--- config.mk ---
export PLATFORM = sky130hd
export DESIGN_NAME = multicycle_control_fsm_flat
export DESIGN_NICKNAME = d
export VERILOG_FILES = /design/src/rtl/multicycle_control_fsm_if.sv /design/src/rtl/multicycle_control_fsm.sv /design/src/flat_wrapper.sv
export SDC_FILE = /design/constraint.sdc
export NUM_CORES = 1
export LEC_CHECK = 0
export CAP_MARGIN = 10
export CORE_MARGIN = 1
export CORE_UTILIZATION = 43
export DETAILED_ROUTE_END_ITERATION = 10
export PLACE_DENSITY = 0.86
export REMOVE_ABC_BUFFERS = 1
export SLEW_MARGIN = 20
export SYNTH_ARGS = -nofsm -noshare
export SYNTH_HDL_FRONTEND = slang
export SYNTH_SLANG_ARGS = --single-unit
--- constraint.sdc ---
create_clock -name clk -period 2.13 [get_ports clk]
set_input_delay 0.426 -clock clk [delete_from_list [all_inputs] [get_ports clk]]
set_output_delay 0.426 -clock clk [all_outputs]
set_load 0.02 [all_outputs]
--- src/rtl/multicycle_control_fsm_if.sv ---
// multicycle_control_fsm_if: control/handshake bundle between the multicycle sequencer and its datapath.
interface multicycle_control_fsm_if;
    logic [6:0]  Opcode;
    logic        MemReady;
    logic        MemReq;
    logic        MemWrite;
    logic        AdrSrc;
    logic        IRWrite;
    logic        PCWrite;
    logic [1:0]  ALUSrcA;
    logic [1:0]  ALUSrcB;
    logic [1:0]  ALUOp;
    logic        ResultSrc;
    logic        RegWrite;
    logic        Illegal;
    logic        BusError;
    logic [31:0] InstrCount;
    modport master (
        input  Opcode, MemReady,
        output MemReq, MemWrite, AdrSrc, IRWrite, PCWrite, ALUSrcA, ALUSrcB, ALUOp,
               ResultSrc, RegWrite, Illegal, BusError, InstrCount
    );
    modport slave (
        output Opcode, MemReady,
        input  MemReq, MemWrite, AdrSrc, IRWrite, PCWrite, ALUSrcA, ALUSrcB, ALUOp,
               ResultSrc, RegWrite, Illegal, BusError, InstrCount
    );
endinterface

--- src/rtl/multicycle_control_fsm.sv ---
// multicycle_control_fsm: fetch/decode/execute/writeback sequencer with memory handshake watchdog.
module multicycle_control_fsm #(
    parameter int TIMEOUT_CYCLES = 16,
    parameter int CNT_W          = 5
) (
    input logic clk,
    input logic reset,
    multicycle_control_fsm_if.master bus
);
    typedef enum logic [3:0] {
        IDLE, FETCH, DECODE, EXEC_R, EXEC_I, MEMADR, MEMREAD, MEMWRITE, ALUWB, MEMWB, ILLEGAL
    } state_t;
    localparam logic [6:0] OP_R  = 7'b0110011;
    localparam logic [6:0] OP_I  = 7'b0010011;
    localparam logic [6:0] OP_LW = 7'b0000011;
    localparam logic [6:0] OP_SW = 7'b0100011;
    localparam logic [CNT_W-1:0] LAST = CNT_W'(TIMEOUT_CYCLES - 1);
    state_t state, state_next;
    logic [CNT_W-1:0] wait_cnt;
    logic mem_state, timeout, retire;
    assign mem_state = state == FETCH || state == MEMREAD || state == MEMWRITE;
    // MemReady on the last allowed cycle still completes the access
    assign timeout = mem_state && !bus.MemReady && wait_cnt == LAST;
    always_ff @(posedge clk or posedge reset)
        if (reset) begin
            state          <= IDLE;
            wait_cnt       <= '0;
            bus.InstrCount <= '0;
        end else begin
            state          <= state_next;
            wait_cnt       <= (mem_state && !bus.MemReady && !timeout) ? wait_cnt + 1'b1 : '0;
            bus.InstrCount <= bus.InstrCount + {31'b0, retire};
        end
    always_comb begin
        state_next    = state;
        retire        = 1'b0;
        bus.MemReq    = 1'b0;
        bus.MemWrite  = 1'b0;
        bus.AdrSrc    = 1'b0;
        bus.IRWrite   = 1'b0;
        bus.PCWrite   = 1'b0;
        bus.ALUSrcA   = 2'b00;
        bus.ALUSrcB   = 2'b00;
        bus.ALUOp     = 2'b00;
        bus.ResultSrc = 1'b0;
        bus.RegWrite  = 1'b0;
        bus.Illegal   = 1'b0;
        bus.BusError  = 1'b0;
        case (state)
            IDLE: state_next = FETCH;
            FETCH: begin
                bus.MemReq = 1'b1;
                if (bus.MemReady) begin
                    bus.IRWrite = 1'b1;
                    bus.PCWrite = 1'b1;
                    bus.ALUSrcB = 2'b10;
                    bus.ALUOp   = 2'b01;
                    state_next  = DECODE;
                end
            end
            DECODE: state_next = bus.Opcode == OP_R  ? EXEC_R :
                                 bus.Opcode == OP_I  ? EXEC_I :
                                 (bus.Opcode == OP_LW || bus.Opcode == OP_SW) ? MEMADR : ILLEGAL;
            EXEC_R: begin
                bus.ALUSrcA = 2'b01;
                bus.ALUOp   = 2'b10;
                state_next  = ALUWB;
            end
            EXEC_I: begin
                bus.ALUSrcA = 2'b01;
                bus.ALUSrcB = 2'b01;
                state_next  = ALUWB;
            end
            MEMADR: begin
                bus.ALUSrcA = 2'b01;
                bus.ALUSrcB = 2'b01;
                bus.ALUOp   = 2'b01;
                state_next  = bus.Opcode == OP_SW ? MEMWRITE : MEMREAD;
            end
            MEMREAD: begin
                bus.MemReq = 1'b1;
                bus.AdrSrc = 1'b1;
                if (bus.MemReady) state_next = MEMWB;
            end
            MEMWRITE: begin
                bus.MemReq   = 1'b1;
                bus.MemWrite = 1'b1;
                bus.AdrSrc   = 1'b1;
                if (bus.MemReady) begin
                    state_next = FETCH;
                    retire     = 1'b1;
                end
            end
            ALUWB: begin
                bus.RegWrite = 1'b1;
                state_next   = FETCH;
                retire       = 1'b1;
            end
            MEMWB: begin
                bus.RegWrite  = 1'b1;
                bus.ResultSrc = 1'b1;
                state_next    = FETCH;
                retire        = 1'b1;
            end
            ILLEGAL: begin
                bus.Illegal = 1'b1;
                state_next  = FETCH;
            end
            default: state_next = IDLE;
        endcase
        if (timeout) begin
            bus.BusError = 1'b1;
            state_next   = FETCH;
        end
    end
endmodule
--- src/flat_wrapper.sv ---
// flat-port wrapper written by rule: the top's interface ports become plain ports
module multicycle_control_fsm_flat 
#(
    parameter int TIMEOUT_CYCLES = 16,
    parameter int CNT_W          = 5
)
  (clk, reset, bus_Opcode, bus_MemReady, bus_MemReq, bus_MemWrite, bus_AdrSrc, bus_IRWrite, bus_PCWrite, bus_ALUSrcA, bus_ALUSrcB, bus_ALUOp, bus_ResultSrc, bus_RegWrite, bus_Illegal, bus_BusError, bus_InstrCount);
  multicycle_control_fsm_if bus_i ();
  input logic clk;
  input logic reset;
  input wire logic [$bits(bus_i.Opcode)-1:0] bus_Opcode;
  input wire logic [$bits(bus_i.MemReady)-1:0] bus_MemReady;
  output wire logic [$bits(bus_i.MemReq)-1:0] bus_MemReq;
  output wire logic [$bits(bus_i.MemWrite)-1:0] bus_MemWrite;
  output wire logic [$bits(bus_i.AdrSrc)-1:0] bus_AdrSrc;
  output wire logic [$bits(bus_i.IRWrite)-1:0] bus_IRWrite;
  output wire logic [$bits(bus_i.PCWrite)-1:0] bus_PCWrite;
  output wire logic [$bits(bus_i.ALUSrcA)-1:0] bus_ALUSrcA;
  output wire logic [$bits(bus_i.ALUSrcB)-1:0] bus_ALUSrcB;
  output wire logic [$bits(bus_i.ALUOp)-1:0] bus_ALUOp;
  output wire logic [$bits(bus_i.ResultSrc)-1:0] bus_ResultSrc;
  output wire logic [$bits(bus_i.RegWrite)-1:0] bus_RegWrite;
  output wire logic [$bits(bus_i.Illegal)-1:0] bus_Illegal;
  output wire logic [$bits(bus_i.BusError)-1:0] bus_BusError;
  output wire logic [$bits(bus_i.InstrCount)-1:0] bus_InstrCount;
  assign bus_i.Opcode = bus_Opcode;
  assign bus_i.MemReady = bus_MemReady;
  assign bus_MemReq = bus_i.MemReq;
  assign bus_MemWrite = bus_i.MemWrite;
  assign bus_AdrSrc = bus_i.AdrSrc;
  assign bus_IRWrite = bus_i.IRWrite;
  assign bus_PCWrite = bus_i.PCWrite;
  assign bus_ALUSrcA = bus_i.ALUSrcA;
  assign bus_ALUSrcB = bus_i.ALUSrcB;
  assign bus_ALUOp = bus_i.ALUOp;
  assign bus_ResultSrc = bus_i.ResultSrc;
  assign bus_RegWrite = bus_i.RegWrite;
  assign bus_Illegal = bus_i.Illegal;
  assign bus_BusError = bus_i.BusError;
  assign bus_InstrCount = bus_i.InstrCount;
  multicycle_control_fsm #(.TIMEOUT_CYCLES(TIMEOUT_CYCLES), .CNT_W(CNT_W)) u_core (.clk(clk), .reset(reset), .bus(bus_i));
endmodule
==> flow_summary.yaml <==
cts:
  insertion_delay_ps: 300
  cts_sinks: 41
  hold_buffers: 0
  root_buffer: "clkbuf_8"
  cts_max_level: 2
  clock_path_buffers: 2
  cts_buffers: 5
  clk_pin_slew_ps: 80
  cts_tree: "built"
floorplanning:
  die_x_um: 72.2
  initial_core_util_pct: 44.9
  fp.coreArea_mm2: 0.00472
  die_area_mm2: 0.00521
  die_h_um: 72.2
  num_io_pins: 57
  num_rows: 25
setup_path:
  critPathTopFamily: "buffers and inverters"
  start_kind: "flip-flop"
  path_max_fanout: 5
  crit_required_ps: 2310
  end_kind: "flip-flop"
  arrival_ps: 2400
  worst_path_largest_cell_delay_ps: 400
  path_class: "reg2reg"
  cp_slowest_cell: "dfrtp_1"
  critPathMostFrequentCell: "buf_6"
  critPathBufInv: 5
  worstPathCellList: "buf_6, buf_6, nor2_4, a21o_1, ha_4, buf_6, nand4_1, buf_4, nor4_4, buf_2, nand2_1, xnor2_1"
place:
  gp_congestion: 0.851
  dp_hpwl_um: 3540
  place_ws_ps: -288
  place_inst: 350
  io_buffers: 55
  dpl_cell_area_mm2: 0.00293
logic_synthesis:
  synthesis.area_mm2: 0.00212
  netlist_instances: 204
  synth-seq-area-share_pct: 48.4
  ys_ff_latch: 41
  async_reset_ff_share_pct: 100
  yosys_warnings: 0
  synth_edf_count: 0
  synthFlopType: "dfrtp_1"
  synth_area_leaders: "dfrtp_1 (48%), xnor2_1 (10%), nand3_1 (3.5%)"
  synth_top_area_share_pct: 48.4
  yosysUniqueCellTypes: 43
  synth.avg_cell_area_um2: 10.4
  synth_top_area_cell: "dfrtp_1"
routing:
  antenna_left: 0
  wl_um: 6120
  drt_pass1_iterations: 4
  wl_per_cell_um: 16.2
  num_vias: 1979
  first_iter_violations: 157
  via_per_inst: 5.25
  drc: 0
finish:
  layout.cells.non_filler: 377
  n_antenna_cell: 0
  fillCellCount: 315
  multi_input_area_mm2: 0.00115
  final_area_mm2: 0.00333
  drive_gt1_share_pct: 31.9
  fin_nets: 323
  area_growth_pct: 56.9
  seq_area_mm2: 0.00103
power:
  irDropWorstVdd_uv: 914
  p_leak_uw: 0.00153
  powerDensity_mw_per_mm2: 948
  fin_total_pwr_uw: 3150
grt:
  grt_max_degree: 42
  grt_usage_pct: 22.3
  antenna_found_initial: 0
  grt_pass1_wl_um: 8820
  grt_pass1_vias: 1902
  grt_overflow: 0
timing:
  finalSetupTns_ps: -573
  fin_crit_ps: 2220
  post-route-period-util_pct: 104
  slew_violations: 0
  max_slew.worst_pin.slew_ps: 777
  fin_worst_skew_ps: 8.04
  setup_slack_ps: -94.9
  max_freq_ghz: 0.449
  max-slew-margin-rel_pct: 47.9
  hold_violations: 0
  rsz0062_at_grt: "yes"
  setup_viol: 10
run:
  max_cap_violations: 0
outcome:
  violations: "negative setup slack"
  status: "finished with violations"
min_path:
  min_path_type: "reg2reg"
worst paths after layout:
check                      depth (start not counted)  slack [ps]                      start                         to
max in group asynchronous                          3        1220                      reset  u_core.bus.InstrCount[31]
max reg2reg                                       12         -90            u_core.state[1]  u_core.bus.InstrCount[15]
min                                                1         480  u_core.bus.InstrCount[31]  u_core.bus.InstrCount[31]
min reg2reg                                        1         480  u_core.bus.InstrCount[31]  u_core.bus.InstrCount[31]
max                                               12         -90            u_core.state[1]  u_core.bus.InstrCount[15]
min in group asynchronous                          3         550                      reset            u_core.state[1]
synthesized netlist by cell type, drive strengths merged, types with 2 or more instances:
master  number
nand2       19
nor2        20
o22ai        2
xnor2       25
buf          6
a21oi        6
dfrtp       41
and2         2
inv          8
nor3         4
a211oi       3
and3         5
nand3       16
nand2b       4
and4         2
nor4         2
nand4        9
o21ai        2
ha           4
xor2         7
report_power, final:
part	total (µW)	internal (µW)	switching (µW)
clock	659	381	278
combinational	1510	747	767
sequential	979	865	114
registers in the layout, summed over array words and instances, names as in the netlist:
register               flops
u_core.bus.InstrCount     32
u_core.state               4
u_core.wait_cnt            5
metal layers:
metal	up-vias	global-route usage [%]	share of wire (%)	wire (µm)
met5	-	0	0	0
met4	0	12.0	3.3	204
met3	22	3.89	4.5	276
met2	74	36.3	52	3160
met1	976	28.3	41	2480
li1	907	-	-	-
cell families (layout without fill, tap and decap cells):
group	Yosys count	count (layout)	share of synthesized area [%]
buffers and inverters	16	122	4.43
other	1	1	0.177
AOI/OAI and AO/OA	20	20	6.61
and+or+nand+nor	89	89	24.3
adders and majority gates	4	4	2.36
muxes	1	1	0.472
DFF	41	41	48.4
xor gates and xnor gates	32	32	13.2
through the flow:
| step | hold WS (ps) | util (%) |
|---|---|---|
| after floorplan | 433 | - |
| after global placement | 449 | 62.0 |
| after detailed placement | 466 | 62.0 |
| after CTS | 476 | 68.8 |
| after global routing | 506 | 70.4 |
| final | 476 | 70.4 |
placed cells by master, fill, tap and decap left out, types with 3 or more instances in the layout:
cell and instances:
xor2_1 7, nand2_2 3, nand3_1 9, a21oi_1 5, inv_1 7, buf_2 3
dlygate4sd2_1 5, nor2_1 17, nand4_1 9, xnor2_1 23, clkdlybuf4s50_1 41, clkbuf_8 6
and3_1 5, buf_6 7, clkbuf_2 4, nand3_2 5, dfrtp_1 41, nand2_1 15
buf_4 44
what timing repair did:
action                                  CTS  global route
pin swaps                                14            18
cloned                                    1             0
buffers inserted                         13             6
endpoints found under the hold margin     0             0
endpoints found under the setup margin   36            30
resized for setup                        52            26
layout make-up:
cell class / instances / area share (%)
tap: 67 / 2.52
clock buffer: 6 / 2.48
inverter: 9 / 1.02
timing repair buffer: 105 / 27.3
multi-input combinational: 147 / 34.7
sequential: 41 / 30.9
clock inverter: 2 / 1.13
No activity file was read; power rests on OpenSTA's default activity.
